`config.mk`:
```
export PLATFORM = sky130hd
export DESIGN_NAME = obs_grid_flat
export DESIGN_NICKNAME = d
export VERILOG_FILES = /design/src/rtl/obs_grid_if.sv /design/src/rtl/obs_grid.sv /design/src/flat_wrapper.sv
export SDC_FILE = /design/constraint.sdc
export NUM_CORES = 1
export LEC_CHECK = 0
export CORE_UTILIZATION = 45
export CTS_BUF_LIST = sky130_fd_sc_hd__clkbuf_4 sky130_fd_sc_hd__clkbuf_8 sky130_fd_sc_hd__clkbuf_16
export DETAILED_ROUTE_END_ITERATION = 16
export GPL_TIMING_DRIVEN = 0
export PLACE_DENSITY = 0.81
export SYNTH_ARGS = -nofsm -noshare
export SYNTH_HDL_FRONTEND = slang
export SYNTH_SLANG_ARGS = --single-unit
```
`constraint.sdc`:
```
create_clock -name clk -period 3.4 [get_ports clk]
set_clock_uncertainty 0.05 [all_clocks]
set_input_delay 0.68 -clock clk [delete_from_list [all_inputs] [get_ports clk]]
set_output_delay 0.68 -clock clk [all_outputs]
set_load 0.05 [all_outputs]
```
`src/rtl/obs_grid_if.sv`:
```
// obs_grid_if: video, bullet and status signals of the obstacle grid.
// master = game/video side driving pixels and bullets, slave = obs_grid.
interface obs_grid_if #(
    parameter int N  = 16,
    parameter int IW = 4
);
    logic          video_on;
    logic [10:0]   pix_x;
    logic [10:0]   pix_y;
    logic          frame_tick;
    logic [10:0]   bull_x;
    logic [10:0]   bull_y;
    logic          bull_valid;
    logic          restart;
    logic          obs_on;
    logic [2:0]    rgb;
    logic [N-1:0]  alive;
    logic          hit;
    logic [IW-1:0] hit_idx;
    logic [15:0]   score;
    logic          gamewin;
    logic [10:0]   off_x;

    modport master (
        output video_on, pix_x, pix_y, frame_tick,
        output bull_x, bull_y, bull_valid, restart,
        input  obs_on, rgb, alive, hit, hit_idx, score, gamewin, off_x
    );

    modport slave (
        input  video_on, pix_x, pix_y, frame_tick,
        input  bull_x, bull_y, bull_valid, restart,
        output obs_on, rgb, alive, hit, hit_idx, score, gamewin, off_x
    );
endinterface

```
`src/rtl/obs_grid.sv`:
```
// obs_grid: grid of destructible obstacle cells. Renders live cells,
// destroys the lowest-indexed live cell under a bullet (once per flight),
// keeps score and flags a win when every cell is gone.
// Optional OBS_GRID_MARCH_EN: grid marches horizontally, one pixel every
// MARCH_DIV frames, bouncing between offsets 0 and MARCH_RANGE.
module obs_grid #(
    parameter int       COLS        = 8,
    parameter int       ROWS        = 2,
    parameter int       X0          = 20,
    parameter int       Y0          = 20,
    parameter int       W           = 60,
    parameter int       H           = 20,
    parameter int       XPITCH      = 80,
    parameter int       YPITCH      = 30,
    parameter bit [2:0] RGB_ALIVE   = 3'b100,
    parameter int       MARCH_DIV   = 4,
    parameter int       MARCH_RANGE = 20
) (
    input  logic      clk,
    input  logic      reset,
    obs_grid_if.slave bus
);
    localparam int N  = COLS * ROWS;
    localparam int IW = (N > 1) ? $clog2(N) : 1;

    typedef enum logic {PLAY, WIN} state_t;

    state_t        state, state_nxt;
    logic          play;
    logic [N-1:0]  alive_q;
    logic [15:0]   score_q;
    logic          hit_q;
    logic [IW-1:0] hit_idx_q;
    logic          armed_q;
    logic [10:0]   off_x;

    logic [N-1:0]  pix_in;
    logic [N-1:0]  bul_in;
    logic          bul_any;
    logic [IW-1:0] bul_idx;
    int            xl, yl;

    // Cell membership of the current pixel and of the bullet tip, using the
    // same marched geometry for both so what you see is what you hit.
    always_comb begin
        pix_in = '0;
        bul_in = '0;
        xl     = 0;
        yl     = 0;
        for (int r = 0; r < ROWS; r++) begin
            for (int c = 0; c < COLS; c++) begin
                xl = X0 + c * XPITCH + int'(off_x);
                yl = Y0 + r * YPITCH;
                pix_in[r*COLS+c] = (int'(bus.pix_x) >= xl) && (int'(bus.pix_x) < xl + W) &&
                                   (int'(bus.pix_y) >= yl) && (int'(bus.pix_y) < yl + H);
                bul_in[r*COLS+c] = (int'(bus.bull_x) >= xl) && (int'(bus.bull_x) < xl + W) &&
                                   (int'(bus.bull_y) >= yl) && (int'(bus.bull_y) < yl + H);
            end
        end
    end

    // Lowest-index live cell under the bullet: scan downwards so the last
    // assignment is the smallest index when cells overlap.
    always_comb begin
        bul_any = 1'b0;
        bul_idx = '0;
        for (int i = N - 1; i >= 0; i--) begin
            if (bul_in[i] && alive_q[i]) begin
                bul_any = 1'b1;
                bul_idx = IW'(i);
            end
        end
    end

    // FSM state register.
    always_ff @(posedge clk) begin
        if (!reset) state <= PLAY;
        else        state <= state_nxt;
    end

    // FSM next state: win one cycle after the grid empties, restart always returns to play.
    always_comb begin
        state_nxt = state;
        case (state)
            PLAY:    if (~|alive_q) state_nxt = WIN;
            WIN:     state_nxt = WIN;
            default: state_nxt = PLAY;
        endcase
        if (bus.restart) state_nxt = PLAY;
    end

    // FSM outputs.
    always_comb begin
        play        = (state == PLAY);
        bus.gamewin = (state == WIN);
    end

    // Alive bitmap, scoring and hit pulse; restart beats a same-cycle hit.
    always_ff @(posedge clk) begin
        if (!reset) begin
            alive_q   <= '1;
            score_q   <= '0;
            hit_q     <= 1'b0;
            hit_idx_q <= '0;
            armed_q   <= 1'b1;
        end else if (bus.restart) begin
            alive_q <= '1;
            score_q <= '0;
            hit_q   <= 1'b0;
            armed_q <= 1'b1;
        end else begin
            hit_q <= 1'b0;
            if (play) begin
                if (!bus.bull_valid) begin
                    armed_q <= 1'b1;
                end else if (armed_q && bul_any) begin
                    alive_q[bul_idx] <= 1'b0;
                    hit_q            <= 1'b1;
                    hit_idx_q        <= bul_idx;
                    armed_q          <= 1'b0;
                    if (score_q != 16'hFFFF) score_q <= score_q + 16'd1;
                end
            end
        end
    end

`ifdef OBS_GRID_MARCH_EN
    localparam int FW = (MARCH_DIV > 1) ? $clog2(MARCH_DIV) : 1;

    logic [FW-1:0] frame_cnt;
    logic          dir_right;
    logic [10:0]   off_q;

    // March: one step every MARCH_DIV frames while playing, bouncing at 0 and MARCH_RANGE.
    always_ff @(posedge clk) begin
        if (!reset || bus.restart) begin
            frame_cnt <= '0;
            dir_right <= 1'b1;
            off_q     <= '0;
        end else if (play && bus.frame_tick) begin
            if (frame_cnt == FW'(MARCH_DIV - 1)) begin
                frame_cnt <= '0;
                if (dir_right) begin
                    if (off_q >= 11'(MARCH_RANGE)) begin
                        dir_right <= 1'b0;
                        off_q     <= off_q - 11'd1;
                    end else begin
                        off_q <= off_q + 11'd1;
                    end
                end else begin
                    if (off_q == 11'd0) begin
                        dir_right <= 1'b1;
                        off_q     <= off_q + 11'd1;
                    end else begin
                        off_q <= off_q - 11'd1;
                    end
                end
            end else begin
                frame_cnt <= frame_cnt + FW'(1);
            end
        end
    end

    assign off_x = off_q;
`else
    assign off_x = '0;
`endif

    // Pixel renderer: live cell under the beam, blanked outside video and after a win.
    always_comb begin
        bus.obs_on = bus.video_on && play && |(pix_in & alive_q);
        bus.rgb    = bus.obs_on ? RGB_ALIVE : 3'b000;
    end

    assign bus.alive   = alive_q;
    assign bus.hit     = hit_q;
    assign bus.hit_idx = hit_idx_q;
    assign bus.score   = score_q;
    assign bus.off_x   = off_x;
endmodule

```
`src/flat_wrapper.sv`:
```
// flat-port wrapper written by rule: the top's interface ports become plain ports
module obs_grid_flat 
#(
    parameter int       COLS        = 8,
    parameter int       ROWS        = 2,
    parameter int       X0          = 20,
    parameter int       Y0          = 20,
    parameter int       W           = 60,
    parameter int       H           = 20,
    parameter int       XPITCH      = 80,
    parameter int       YPITCH      = 30,
    parameter bit [2:0] RGB_ALIVE   = 3'b100,
    parameter int       MARCH_DIV   = 4,
    parameter int       MARCH_RANGE = 20
)
  (clk, reset, bus_video_on, bus_pix_x, bus_pix_y, bus_frame_tick, bus_bull_x, bus_bull_y, bus_bull_valid, bus_restart, bus_obs_on, bus_rgb, bus_alive, bus_hit, bus_hit_idx, bus_score, bus_gamewin, bus_off_x);
  obs_grid_if #(.N(16), .IW(4)) bus_i ();
  input  logic clk;
  input  logic reset;
  input wire logic [$bits(bus_i.video_on)-1:0] bus_video_on;
  input wire logic [$bits(bus_i.pix_x)-1:0] bus_pix_x;
  input wire logic [$bits(bus_i.pix_y)-1:0] bus_pix_y;
  input wire logic [$bits(bus_i.frame_tick)-1:0] bus_frame_tick;
  input wire logic [$bits(bus_i.bull_x)-1:0] bus_bull_x;
  input wire logic [$bits(bus_i.bull_y)-1:0] bus_bull_y;
  input wire logic [$bits(bus_i.bull_valid)-1:0] bus_bull_valid;
  input wire logic [$bits(bus_i.restart)-1:0] bus_restart;
  output wire logic [$bits(bus_i.obs_on)-1:0] bus_obs_on;
  output wire logic [$bits(bus_i.rgb)-1:0] bus_rgb;
  output wire logic [$bits(bus_i.alive)-1:0] bus_alive;
  output wire logic [$bits(bus_i.hit)-1:0] bus_hit;
  output wire logic [$bits(bus_i.hit_idx)-1:0] bus_hit_idx;
  output wire logic [$bits(bus_i.score)-1:0] bus_score;
  output wire logic [$bits(bus_i.gamewin)-1:0] bus_gamewin;
  output wire logic [$bits(bus_i.off_x)-1:0] bus_off_x;
  assign bus_i.video_on = bus_video_on;
  assign bus_i.pix_x = bus_pix_x;
  assign bus_i.pix_y = bus_pix_y;
  assign bus_i.frame_tick = bus_frame_tick;
  assign bus_i.bull_x = bus_bull_x;
  assign bus_i.bull_y = bus_bull_y;
  assign bus_i.bull_valid = bus_bull_valid;
  assign bus_i.restart = bus_restart;
  assign bus_obs_on = bus_i.obs_on;
  assign bus_rgb = bus_i.rgb;
  assign bus_alive = bus_i.alive;
  assign bus_hit = bus_i.hit;
  assign bus_hit_idx = bus_i.hit_idx;
  assign bus_score = bus_i.score;
  assign bus_gamewin = bus_i.gamewin;
  assign bus_off_x = bus_i.off_x;
  obs_grid #(.COLS(COLS), .ROWS(ROWS), .X0(X0), .Y0(Y0), .W(W), .H(H), .XPITCH(XPITCH), .YPITCH(YPITCH), .RGB_ALIVE(RGB_ALIVE), .MARCH_DIV(MARCH_DIV), .MARCH_RANGE(MARCH_RANGE)) u_core (.clk(clk), .reset(reset), .bus(bus_i));
endmodule
```
---- After elaboration in Yosys (flattened, before gate mapping) ----
Index checks and enable logic that the tools add are counted.
word-level totals
  bits in registers ....................... 39
operators by class
  $add $sub $neg .......................... 1
  magnitude comparators ................... 42
  eq/ne operators ......................... 2
  mux-type cells .......................... 40
  bitwise logic cells ..................... 7
  reductions and logical operators ........ 108
operators with widths
  kind                   count
  $logic_and 1x1->1      100
  $ge 11x9->1 const B    8
  $lt 11x9->1 const B    6
  $mux 4                 16
  $ge 11x5->1 const B    4
  $lt 11x10->1 const B   4
  $lt 11x7->1 const B    4
  $lt 11x8->1 const B    4
  $and 16x16->16         2
  $reduce_or 16->1       2
  $ge 11x10->1 const B   2
  $ge 11x6->1 const B    2
  $ge 11x7->1 const B    2
  $ge 11x8->1 const B    2
  $lt 11x6->1 const B    2
  $mux 1                 21
  $add 16x1->16 const B  1
  $ne 16x16->1 const B   1
  $not 16->16            1
  $reduce_and 4->1       2
  $lt 4x5->1 const B     1
  $demux 1 s4            1
  $ge 4x1->1 const B     1
  $not 1->1              4
  other kinds (7)        7

---- Depth between registers and ports, before layout ----
  word-level depth ........................ 27
  mapped depth ............................ 9
  gate-level depth less buffers ........... 7

---- Worst setup path before layout ----
No wires, ideal clock.
  path type ............................... input -> output
  start ................................... in bus_pix_x[5]
  end ..................................... out bus_rgb[2]
  arrival ................................. 3.085 ns
  data required time ...................... 2.670 ns
  setup slack ............................. -0.415 ns
  stages .................................. 7
  buffers on the path ..................... 2
  path through ............................ clkbuf_1 > or3b_2 > a21boi_0 > a221oi_1 > a211o_1 > a21oi_1 > buf_4
on the way
  cells in the longest elaborated chain, start to end .. 8
  elaborated cells between the ends (all ways) .. 60
ends and longest elaborated chain
  what                                       line                source
  start, declared                            flat_wrapper.sv:21  input wire logic [$bits(bus_i.pix_x)-1:0] bus_pix_x;
  $ge 11x5->1, or another cell as far along  obs_grid.sv:54      pix_in[r*COLS+c] = (int'(bus.pix_x) >= xl) && (int'(bus.pix_x) < xl + W) &&
  $logic_and 1x1->1 (2 in a row)             obs_grid.sv:54
  $logic_and 1x1->1                          obs_grid.sv:55      (int'(bus.pix_y) >= yl) && (int'(bus.pix_y) < yl + H);
  $and 16x16->16 (*)                         obs_grid.sv:171     bus.obs_on = bus.video_on && play && |(pix_in & alive_q);
  $reduce_or 16->1 (*)                       obs_grid.sv:171
  $logic_and 1x1->1 (*)                      obs_grid.sv:171
  named net bus_obs_on                       flat_wrapper.sv:28  output wire logic [$bits(bus_i.obs_on)-1:0] bus_obs_on;
  $mux 3 (*)                                 obs_grid.sv:172     bus.rgb = bus.obs_on ? RGB_ALIVE : 3'b000;
  end, declared                              flat_wrapper.sv:29  output wire logic [$bits(bus_i.rgb)-1:0] bus_rgb;
Mark *: on every way through the listed nets, which the timed path passes. The rest lies on a longest branch.

---- Worst setup path after layout ----
  start ................................... in bus_pix_x[10]
  end ..................................... out bus_rgb[2]
on the way
  cells in the longest elaborated chain, start to end .. 8
  elaborated cells between the ends (all ways) .. 60
ends and longest elaborated chain
  what                                       line
  $ge 11x5->1, or another cell as far along  obs_grid.sv:54
  $logic_and 1x1->1 (2 in a row)             obs_grid.sv:54
  $logic_and 1x1->1                          obs_grid.sv:55
  $and 16x16->16 (*)                         obs_grid.sv:171
  $reduce_or 16->1 (*)                       obs_grid.sv:171
  $logic_and 1x1->1 (*)                      obs_grid.sv:171
  $mux 3 (*)                                 obs_grid.sv:172
Mark *: on every way between the ends. The rest lies on a longest branch, timed or not.

==> summary.md <==
| Metric | Value |
|---|---|
| Max-Cap Viols | 0 |
| Arrival @ worst endpoint | 2.66 ns |
| Placer Congestion | 0.9525 |
| Area Overhead vs Synth | 44.10% |
| Max-slew headroom at the worst pin | 52.80% |
| Delay-heaviest family, CP | compound AO/OA/AOI/OAI gates |
| Hold Crit Class | flip-flop to flip-flop |
| Startpoint Class | primary input |
| Vert. Die Dim | 80.25 µm |
| Synth area leader | dfxtp_1 |
| Core area | 5921 µm² |
| Fmax | 295.0 MHz |
| Hold path cells | 2 |
| Rows | 28 |
| Total gr overflow | 0 |
| IO Pins | 103 |
| Total clock sinks | 39 |
| FF-to-FF path depth | 8 |
| Share of layout cells above drive strength 1 | 14.07% |
| Pre-Repair DR Iteration Count | 5 |
| Final Hold Fails | 0 |
| Die area | 6439 µm² |
| Synth Instances | 356 |
| Largest stage delay, worst path | 0.45 ns |
| DP HPWL | 6449 µm |
| Seq/Total Area, Yosys | 28.34% |
| Number of synthesized flops with an enable pin | 0 |
| Drt first-iter violations | 246 |
| Worst Setup End Kind | output pin |
| Buf/Inv on CP | 3 |
| NumNets Final | 512 |
| Worst-Margin Slew | 0.7054 ns |
| Post-Route Utilization | 67.05% |
| Clock Path Buffers | 2 |
| Largest net degree at the start of global routing | 12 |
| Slowest cell on crit path | nor4bb_4 |
| Tcrit/Tclk final | 99.71% |
| First-pass GRT wire length | 14330 µm |
| Hold buffer count at CTS | 0 |
| Main synth FF type | dfxtp_1 |
| Drt via density | 6.138 |
| Floorplan die width | 80.25 µm |
| Crit path cell chain | dlygate4sd2_1, nor4bb_4, a32oi_1, o21ai_1, a221oi_2, a211o_1, a21oi_4, buf_6, buf_8 |
| Clk_lat worst skew | 0.29 ns |
| H-tree depth | 2 |
| GRT Total Usage | 28.12% |
| Top cells by area, synth | dfxtp_1, a21oi_1, buf_4 |
| Synth Register Bits | 39 |
| Ys async rst share | 0% |
| Synth warn | 0 |
| Peak supply drop | 0.2516 mV |
| Synth Cell Area | 2755 µm² |
| Routed WL | 8876 µm |
| Worst-path clk slew | 0.08 ns |
| CP Max Fanout | 6 |
| Number of global-route vias before repair | 3002 |
| Routed Antenna Nets | 0 |
| CP required | 2.67 ns |
| Synth cell count leaders | dfxtp_1, nor2_1, a21oi_1, nand2_1, o21ai_0 |
| Top-area cell type share of the netlist area | 28.34% |
| Antenna diodes | 0 |
| Status | finished clean |
| Fin crit period | 3.390 ns |
| Hold path start | u_core.bus.hit_idx[3] |
| CTS root buf | clkbuf_8 |
| Post-synthesis cell type count | 68 |
| DR DRC count | 0 |
| Syn_area_per_cell | 7.739 µm² |
| CTS tree | done |
| IO buf count | 81 |
| Critical path type | primary input to output pin |
| Final Hold Slack | 0.4072 ns |
| DR vias | 3296 |
| Worst R2R Start | u_core.bus.alive[15] |
| Unrepaired setup endpoints after global routing | yes |
| Endpoints failing setup | 0 |
| Wire per inst | 16.53 µm |
| CP Launch Point | bus_pix_x[10] |
| CTS Buf Count | 5 |
| R2r endpoint | u_core.bus.score[13] |
| Most frequent cell after synthesis | dfxtp_1 |
| Worst R2R Setup Slack | 1.01 ns |
| Leakage power | 1.378 nW |
| Final slew viol count | 0 |
| Hold Path Sink | u_core.bus.hit_idx[3] |
| Initial Util | 46.53% |
| Initial antenna violation count | 0 |
| Power per standard cell area | 254.9 nW/µm² |
flip-flops by register name, indices dropped and copies added (netlist names):
register / cells
u_core.bus.alive: 16
u_core.armed_q: 1
u_core.bus.hit_idx: 4
u_core.bus.gamewin: 1
u_core.bus.score: 16
u_core.bus.hit: 1
final cells by class:
| type | instances | area [µm²] |
|---|---|---|
| Fill cell | 525 | 1951 |
| Multi-Input combinational cell | 293 | 1931 |
| Timing Repair Buffer | 86 | 834.6 |
| Sequential cell | 39 | 780.7 |
| Buffer | 29 | 200.2 |
| Clock buffer | 8 | 103.9 |
| Tap cell | 75 | 93.84 |
| Inverter | 7 | 26.28 |
through the flow:
step | power (mW) | setup WS [ns] | std cells | TNS (ns) | cell area, µm²
after global routing | 1.052 | -0.06079 | 537 | -0.06448 | 3970
after global placement | 0.6525 | -1.138 | 524 | -4.633 | 3716
after floorplan | 0.5776 | 0.07587 | 368 | 0 | 2811
after detailed placement | 0.6556 | -1.147 | 524 | -4.516 | 3716
final | 1.012 | 0.009912 | 537 | 0 | 3970
after CTS | 1.007 | 0.007575 | 535 | 0 | 3905
where the power goes:
group	switching [mW]	internal [mW]
logic	0.115	0.0880
clock network	0.159	0.193
registers	0.0000977	0.456
total	0.274	0.738
how the worst max path moves through the flow:
stage | endpoint | slack [ns] | cells past startpoint
floorplan | bus_rgb[2] | 0.08 | 7
global route | bus_rgb[2] | -0.06 | 9
CTS | bus_rgb[2] | 0.008 | 9
finish | bus_rgb[2] | 0.01 | 9
global placement | bus_rgb[2] | -1.14 | 9
detailed placement | bus_rgb[2] | -1.15 | 9
placed cells by master, fill, tap and decap left out, types with 5 or more instances in the layout:
master / n
nor2_1: 32
o21ai_0: 16
buf_4: 20
clkbuf_1: 6
dfxtp_1: 39
clkbuf_8: 8
nand2b_1: 5
a31oi_1: 8
nand2_1: 25
o211ai_1: 5
a21oi_1: 29
and3_1: 8
nor3_1: 14
nand4_1: 7
a22oi_1: 6
conb_1: 13
nor4_1: 6
clkdlybuf4s50_1: 71
or4_1: 11
inv_1: 7
nand3_1: 12
or3_1: 11
cell families (layout without fill, tap and decap cells):
group / Yosys count / count (layout) / share of synthesized area (%)
flops: 39 / 39 / 28.34
buf+inv: 36 / 130 / 7.721
simple gates: 166 / 166 / 34.88
fa+ha+maj: 1 / 1 / 0.4541
compound gates: 112 / 112 / 28.16
xor+xnor: 1 / 1 / 0.3180
other cells: 1 / 13 / 0.1361
metal layers:
metal	routed length [µm]	GRT usage, %
met4	140	8.571
met2	4219	47.09
met5	0	0
met3	755	4.659
met1	3760	36.73
worst reg2reg max path, cell delays in order, from the launching register on:
cell and delay (ns):
dfxtp_1 0.44, nand4b_1 0.12, nor3_1 0.29, a31oi_1 0.16, a41oi_2 0.36, o31ai_4 0.16
buf_4 0.22, o41ai_1 0.36, a21oi_1 0.11
timing repair:
action | 4_1_cts | 5_1_grt
endpoints found under the setup margin | 2 | 18
resized for setup | 38 | 18
cloned | 0 | 0
pin swaps | 10 | 9
buffers inserted | 3 | 2
(Power assumes the default switching activity.)
